$ cat config.mk
export PLATFORM = sky130hd
export DESIGN_NAME = stream_align2
export DESIGN_NICKNAME = d
export VERILOG_FILES = /design/src/rtl/align_lane_fifo.sv /design/src/rtl/stream_align2.sv
export SDC_FILE = /design/constraint.sdc
export NUM_CORES = 1
export LEC_CHECK = 0
export ABC_AREA = 1
export CORE_UTILIZATION = 30
export DETAILED_ROUTE_END_ITERATION = 8
export GPL_ROUTABILITY_DRIVEN = 0
export GPL_TIMING_DRIVEN = 0
export SLEW_MARGIN = 5
export SYNTH_ARGS = -nofsm -noshare
export SYNTH_HDL_FRONTEND = slang
export SYNTH_SLANG_ARGS = --single-unit
$ cat constraint.sdc
create_clock -name clk -period 4.65 [get_ports clk]
set_clock_uncertainty 0.2 [all_clocks]
set_input_delay 0.93 -clock clk [delete_from_list [all_inputs] [get_ports clk]]
set_output_delay 0.93 -clock clk [all_outputs]
set_load 0.02 [all_outputs]
$ cat src/rtl/align_lane_fifo.sv
// Per-lane word buffer for stream_align2: a register-array FIFO with a separate
// occupancy count, a sticky drop flag, and a combinational head.
module align_lane_fifo #(
  parameter int DW    = 8,
  parameter int DEPTH = 16
) (
  input  logic                     clk,
  input  logic                     rst,
  input  logic                     clr,
  input  logic                     push,
  input  logic [DW-1:0]            din,
  input  logic                     pop,
  output logic [DW-1:0]            head,
  output logic [$clog2(DEPTH):0]   lvl,
  output logic                     ovf
);
  localparam int AW = $clog2(DEPTH);
  localparam logic [AW:0] FULL_CNT = (AW+1)'(DEPTH);

  logic [DW-1:0] mem_q [DEPTH];
  logic [AW-1:0] wp_q, rp_q;
  logic [AW:0]   cnt_q;
  logic          ovf_q;

  logic full, wr_en, rd_en, drop;

  // A pop at full frees the head slot in the same cycle, so the push still lands.
  assign full  = (cnt_q == FULL_CNT);
  assign rd_en = pop & (cnt_q != '0) & ~clr;
  assign wr_en = push & (~full | rd_en) & ~clr;
  assign drop  = push & full & ~rd_en & ~clr;

  always_ff @(posedge clk or posedge rst) begin
    if (rst) begin
      wp_q  <= '0;
      rp_q  <= '0;
      cnt_q <= '0;
      ovf_q <= 1'b0;
    end else if (clr) begin
      wp_q  <= '0;
      rp_q  <= '0;
      cnt_q <= '0;
      ovf_q <= 1'b0;
    end else begin
      if (wr_en) wp_q <= wp_q + 1'b1;
      if (rd_en) rp_q <= rp_q + 1'b1;
      cnt_q <= cnt_q + {{AW{1'b0}}, wr_en} - {{AW{1'b0}}, rd_en};
      if (drop) ovf_q <= 1'b1;
    end
  end

  always_ff @(posedge clk) begin
    if (wr_en) mem_q[wp_q] <= din;
  end

  assign head = mem_q[rp_q];
  assign lvl  = cnt_q;
  assign ovf  = ovf_q;
endmodule

$ cat src/rtl/stream_align2.sv
// Two-lane skew absorber: buffers lane A and lane B words and emits them as
// registered pairs once both lanes have a word available.
module stream_align2 #(
  parameter int DW    = 8,
  parameter int DEPTH = 16
) (
  input  logic                     clk,
  input  logic                     rst,
  input  logic                     clr,
  input  logic                     a_vld,
  input  logic [DW-1:0]            a_dat,
  input  logic                     b_vld,
  input  logic [DW-1:0]            b_dat,
  output logic                     o_vld,
  output logic [DW-1:0]            o_a,
  output logic [DW-1:0]            o_b,
  output logic [$clog2(DEPTH):0]   lvl_a,
  output logic [$clog2(DEPTH):0]   lvl_b,
  output logic                     ovf_a,
  output logic                     ovf_b
);
  localparam int AW = $clog2(DEPTH);

  logic [DW-1:0] head_a, head_b;
  logic [AW:0]   lvl_a_w, lvl_b_w;
  logic          ne_a, ne_b, pop, emit, push_a, push_b;
  logic [DW-1:0] o_a_d, o_b_d;
  logic          o_vld_q;
  logic [DW-1:0] o_a_q, o_b_q;

  assign ne_a = (lvl_a_w != '0);
  assign ne_b = (lvl_b_w != '0);
  assign pop  = (ne_a | a_vld) & (ne_b | b_vld);
  assign emit = pop & ~clr;

  // An empty lane that pairs this cycle bypasses its word straight to the output.
  assign push_a = a_vld & (ne_a | ~pop);
  assign push_b = b_vld & (ne_b | ~pop);
  assign o_a_d  = ne_a ? head_a : a_dat;
  assign o_b_d  = ne_b ? head_b : b_dat;

  align_lane_fifo #(.DW(DW), .DEPTH(DEPTH)) u_lane_a (
    .clk(clk), .rst(rst), .clr(clr), .push(push_a), .din(a_dat),
    .pop(pop), .head(head_a), .lvl(lvl_a_w), .ovf(ovf_a)
  );

  align_lane_fifo #(.DW(DW), .DEPTH(DEPTH)) u_lane_b (
    .clk(clk), .rst(rst), .clr(clr), .push(push_b), .din(b_dat),
    .pop(pop), .head(head_b), .lvl(lvl_b_w), .ovf(ovf_b)
  );

  always_ff @(posedge clk or posedge rst) begin
    if (rst) begin
      o_vld_q <= 1'b0;
      o_a_q   <= '1;
      o_b_q   <= '1;
    end else begin
      o_vld_q <= emit;
      if (emit) begin
        o_a_q <= o_a_d;
        o_b_q <= o_b_d;
      end
    end
  end

  assign o_vld = o_vld_q;
  assign o_a   = o_a_q;
  assign o_b   = o_b_q;
  assign lvl_a = lvl_a_w;
  assign lvl_b = lvl_b_w;
endmodule

* Word level (Yosys, flattened, before mapping)
Memories as Yosys holds them, arrays and structs flattened. Cells that the tools add are included.
Cells by class: shift-type cells 0, reduce and logical (&&, ||, !) cells 8, $mul 0, equal/unequal tests 2, bitwise operators 30, magnitude comparators 0, divide/modulo/power cells 0, add/subtract/negate cells 8, mux-type cells 20
Operators with widths (count):
- $mux W4 | 8
- $and A1 B1 Y1 | 18
- $add A4 B1 Y4 const B | 4
- $mux W8 | 2
- $reduce_bool A2 Y1 | 6
- $add A5 B1 Y5 | 2
- $eq A5 B5 Y1 const B | 2
- $mux W5 | 2
- $reduce_bool A5 Y1 | 2
- $sub A5 B1 Y5 | 2
- $mux W1 | 8
- $not A1 Y1 | 6
- $or A1 B1 Y1 | 6
Storage, ports and cells: bits of input ports 21, output and inout bits 29, bits in read-only memories 0, memories 2, logic and storage cells 81, RAM bits 256, register bits after elaboration 45, latch bits 0
Memory list:
- u_lane_a.mem_q | words 16, bits a word 8, rd ports 1, clocked after memory_dff 0, wr ports 1, RTL line align_lane_fifo.sv:20 | logic [DW-1:0] mem_q [DEPTH];
- u_lane_b.mem_q | words 16, bits a word 8, rd ports 1, clocked after memory_dff 0, wr ports 1, RTL line align_lane_fifo.sv:20

* Logic depth before layout (Yosys ltp)
depth after elaboration 11, gate-level depth with buffers 19

* Cells and area by module
Synthesis repeated with hierarchy kept, for this count alone.
Unflattened totals: cells, all modules 1318, area total of the unflattened synthesis 13680.6 µm²
Modules (own cells, without submodules):
- align_lane_fifo | cells an instance 591, area each 6327.3 µm², seq. area each 4194.0 µm², instances 2
- stream_align2 | cells an instance 136, area each 1026.0 µm², seq. area each 445.4 µm², instances 1

* Least setup slack after synthesis
No wires, ideal clock.
path kind in2reg, from in clr, to reg u_lane_a.cnt_q[4] (netlist: u_lane_a.lvl[4]), cell stages on the path 15, required time 4.329 ns, setup slack 1.526 ns, arrival time 2.803 ns, cells stage by stage buf_2 inv_1 buf_2 nand3_4 buf_12 inv_1 ha_1 inv_1 fa_1 inv_1 nand2_1 a21oi_1 nor2_1 xor2_1 nor2_1
Between the ends: cells in the longest elaborated chain, start to end 8
Ends and longest elaborated chain:
- start, declared | RTL line stream_align2.sv:9 | input logic clr,
- $not A1 Y1 | RTL line align_lane_fifo.sv:29, align_lane_fifo.sv:30
- $and A1 B1 Y1 | RTL line align_lane_fifo.sv:29 | assign rd_en = pop & (cnt_q != '0) & ~clr;
- $or A1 B1 Y1 | RTL line align_lane_fifo.sv:30 | assign wr_en = push & (~full | rd_en) & ~clr;
- $and A1 B1 Y1 (2 in a row) | RTL line align_lane_fifo.sv:30
- $add A5 B1 Y5 | RTL line align_lane_fifo.sv:47 | cnt_q <= cnt_q + {{AW{1'b0}}, wr_en} - {{AW{1'b0}}, rd_en};
- $sub A5 B1 Y5 | RTL line align_lane_fifo.sv:47
- $mux W5 (*) | RTL line align_lane_fifo.sv:39 | end else if (clr) begin
- end signal, assigned | RTL line align_lane_fifo.sv:47
- end, declared | RTL line align_lane_fifo.sv:22 | logic [AW:0] cnt_q;
Mark *: on every way between the ends. The rest lies on a longest branch, timed or not. A chain may end at the register's enable or synchronous reset.

* Worst setup path in the final report
from reg u_lane_b.cnt_q[2] (netlist: u_lane_b.lvl[2]), to reg u_lane_b.cnt_q[4] (netlist: u_lane_b.lvl[4])
Between the ends: cells in the longest elaborated chain, start to end 11, elaborated cells between the ends (all ways) 16, those cells by class 2 x add/sub; 1 x eq/ne; 1 x mux; 11 x bitwise; 1 x reduce/logical
Ends and longest elaborated chain:
- start, declared | RTL line align_lane_fifo.sv:22
- start signal, assigned | RTL line align_lane_fifo.sv:47
- $reduce_bool A5 Y1 | RTL line align_lane_fifo.sv:29, stream_align2.sv:32
- $or A1 B1 Y1 | RTL line stream_align2.sv:33 | assign pop = (ne_a | a_vld) & (ne_b | b_vld);
- $and A1 B1 Y1 | RTL line stream_align2.sv:33
- $and A1 B1 Y1 or $not A1 Y1 (tied branches) | RTL line align_lane_fifo.sv:29, stream_align2.sv:38
- $and A1 B1 Y1 or $or A1 B1 Y1 (tied branches) | RTL line align_lane_fifo.sv:29, stream_align2.sv:38
- $or A1 B1 Y1 or $and A1 B1 Y1 (tied branches) | RTL line align_lane_fifo.sv:30, stream_align2.sv:38
- $and A1 B1 Y1 (2 in a row) | RTL line align_lane_fifo.sv:30
- $add A5 B1 Y5 | RTL line align_lane_fifo.sv:47
- $sub A5 B1 Y5 (*) | RTL line align_lane_fifo.sv:47
- $mux W5 (*) | RTL line align_lane_fifo.sv:39
Marks and branches as above.

==> run metrics <==
via count=9552; via-per-instance ratio=4.54; # setup viols final=0; Switching Fraction=35.5%; Warnings, synthesis=0; final hold slack=about 0.27 ns; hpwl dp=~23 mm; Worst Reg-to-Reg Cells=18; gr usage total=14.4%; # port buffers=48; routing usage on met3=2.47%; min-delay src=o_b[3]$_DFFE_PP1P_; Layout Nets=1524; Diodes inserted=0; CTS tree=done; Worst-Margin Slew=0.939 ns; Final Max Slew Viols=0; worst skew pair latency=0.56 ns; met1 GRT Util=19.2%; peak supply drop=0.380 mV; ys async rst share=15.0%; syn_nets=1442; residual DRC count=0; Final Cycle Share=73.7%; CTS sink cnt=between 300 and 400; Psw=2930 uW; r2r startpoint=u_lane_b.lvl[2]$_DFF_PP0_; First-pass DRT Iterations=5; final hold vios=0; max cap viols=0; Combinational Power Share=around 32%; fmax=292 MHz; Initial DRC Count=865; outcome=completed; Pwr per Cell Area=slightly above 500 nW/um2; deepest clock path buffer count=3; chip width=216 um; main flop type after synthesis=edfxtp_1; Mapped Cells=~1400; vias in the first global route=9403; TritonCTS buffer count=31; Row Count=78; #FFs+latches synth=301; Leak=0.00665 uW; Layout fillers=4528; Core Area=45400 um2; post-route minimum period=~3.4 ns; min-delay worst type=register to register; clock slew at reported path FFs=0.06 ns; clock share of power=27.7%; Post-CTS Resized=0; Seq pwr share=39.9%; Hold Path Stages=2; die height=216 um; Initial Util=30.4%; Reg2Reg Setup Slack=1.22 ns; DR WL/cell=~16 um; number of synthesized flops with an enable pin=256; worst setup path class=register to register; hold buffers post-CTS=0; Synth Area per Inst=9.88 um2; RSZ-0062 raised after global routing=no; gr ovfl total=0; Post-DRT Antenna Nets=0; I/O pin cnt=50; P&R area growth vs syn=15.7%; Setup TNS=0 ns; layout cells sized above 1=9.05%; post-synthesis cell area=approximately 14000 um2; Power Internal=between 5000 and 6000 uW; first-pass GRT wire length=52.4 mm; Setup crit start kind=register; nature of the critical path endpoint=register; Pwr Total=8250 uW; Die Area=46900 um2; busiest grt layer=met2; Clock Tree Root=clkbuf_16; hold-critical path endpoint=o_b[3]$_DFFE_PP1P_; post-synth cell types=31; Rel. slew slack=between 30% and 40%; GR Util met2=24.0%; CP Max Fanout=9; non-filler instance count after layout=2103; register area share after synthesis=around 64%; R2R Path End=u_lane_b.lvl[4]$_DFF_PP0_; H-tree levels=1; number of antenna violations at the first check in global routing=0; total wire length=33.9 mm; Required @ worst endpoint=4.89 ns; pin count of the biggest net entering global routing=31; post-CTS setup buffer count=0; dpl cells=2046; Arr. time, crit path=~3.7 ns
==> worst max path at each step <==
stage	startpoint	to	slack, ns	cells past startpoint
3_5_place_dp	b_vld	u_lane_a.lvl[4]$_DFF_PP0_	0.75	17
3_3_place_gp	b_vld	u_lane_a.lvl[4]$_DFF_PP0_	0.80	17
4_1_cts	u_lane_b.lvl[2]$_DFF_PP0_	u_lane_b.lvl[4]$_DFF_PP0_	1.20	18
2_1_floorplan	clr	u_lane_a.lvl[4]$_DFF_PP0_	1.53	15
5_1_grt	u_lane_b.lvl[2]$_DFF_PP0_	u_lane_b.lvl[4]$_DFF_PP0_	0.92	18
6_report	u_lane_b.lvl[2]$_DFF_PP0_	u_lane_b.lvl[4]$_DFF_PP0_	1.22	18
==> critical path, cell delays in order (launching register included) <==
cell	delay, ns
dfrtp_1	0.40
inv_1	0.09
ha_1	0.21
nand3_4	0.10
nor2_4	0.17
clkinv_1	0.31
nand2_1	0.25
nor2_1	0.11
ha_1	0.28
inv_1	0.05
ha_1	0.16
inv_1	0.06
fa_1	0.38
inv_1	0.09
nand2_1	0.05
a21oi_1	0.14
nor2_1	0.07
xor2_1	0.13
nor2_1	0.05
==> synth_stat cells (2+ instances only) <==
master / count / share of area (%)
o21ai_0: 12 / 0.44
xnor2_1: 2 / 0.13
xor2_1: 6 / 0.38
nor3_1: 2 / 0.073
nand2_2: 3 / 0.14
nor2_1: 66 / 1.8
nor2_4: 11 / 0.90
dfstp_2: 16 / 3.0
a31oi_1: 2 / 0.091
clkinv_1: 5 / 0.14
nand2_4: 2 / 0.16
a21oi_1: 10 / 0.36
nor2_2: 9 / 0.41
nand3_4: 4 / 0.51
ha_1: 22 / 2.0
nand3_1: 190 / 6.9
buf_2: 38 / 1.4
fa_1: 2 / 0.29
nand2_1: 494 / 13
inv_2: 5 / 0.14
inv_1: 173 / 4.7
clkbuf_1: 15 / 0.41
edfxtp_1: 256 / 56
buf_1: 8 / 0.22
a21oi_4: 2 / 0.24
nand4_1: 9 / 0.41
dfrtp_1: 29 / 5.3
==> state kept, by name, indices dropped and copies added (netlist names) <==
register        flops
u_lane_a.mem_q    128
u_lane_b.rp_q       4
u_lane_a.lvl        5
u_lane_a.rp_q       4
o_vld               1
u_lane_b.wp_q       4
u_lane_a.ovf        1
u_lane_b.ovf        1
o_b                 8
u_lane_b.mem_q    128
u_lane_b.lvl        5
o_a                 8
u_lane_a.wp_q       4
==> cells by family after synthesis <==
family          after synthesis  synth area share, %
fa+ha+maj                    24                 2.29
simple gates                792                 24.8
xor+xnor                      8                0.508
compound gates               26                 1.12
buf+inv                     246                 7.21
flops                       301                 64.0
==> area by class of cell <==
cell class	count	area (um2)	share of cell area (%)
plain buffers	63	308	1.93
clock buffers	37	798	5.00
clock inverters	20	120	0.752
inverters	183	687	4.30
multi-input cells	850	3970	24.9
flip-flops and latches	301	8830	55.3
well taps	600	751	4.70
repair buffers	49	500	3.13
==> power groups by stage <==
stage          sequential, uW  combinational [uW]  clock [uW]
2_1_floorplan            3460                1640           0
3_3_place_gp             3340                2630           0
3_5_place_dp             3350                2670           0
4_1_cts                  3290                2690        2330
5_1_grt                  3310                3000        2420
6_report                 3290                2670        2290
==> cell usage in the layout, fill, tap and decap left out, drive strengths merged, types with 6 or more instances in the layout <==
cell type	n
clkdlybuf4s50	48
nand4	9
xor2	6
a21oi	12
ha	22
dfstp	16
edfxtp	256
buf	49
nor2	86
inv	178
nand2	499
nand3	195
clkbuf	52
dfrtp	29
o21ai	12
clkinv	24
==> metal layers <==
layer	wire, um	up-vias
met5	0	-
met4	979	0
met3	2000	64
met2	15800	288
met1	15000	4528
li1	-	4672
==> stage by stage <==
| stage | utilization [%] | setup slack (ns) | cell area (um2) |
|---|---|---|---|
| 2_1_floorplan | - | 1.53 | 13800 |
| 3_3_place_gp | 33.1 | 0.798 | 15000 |
| 3_5_place_dp | 33.2 | 0.745 | 15000 |
| 4_1_cts | 35.2 | 1.20 | 16000 |
| 5_1_grt | 35.2 | 0.921 | 16000 |
| 6_report | 35.2 | 1.22 | 16000 |
(Power assumes the default switching activity.)
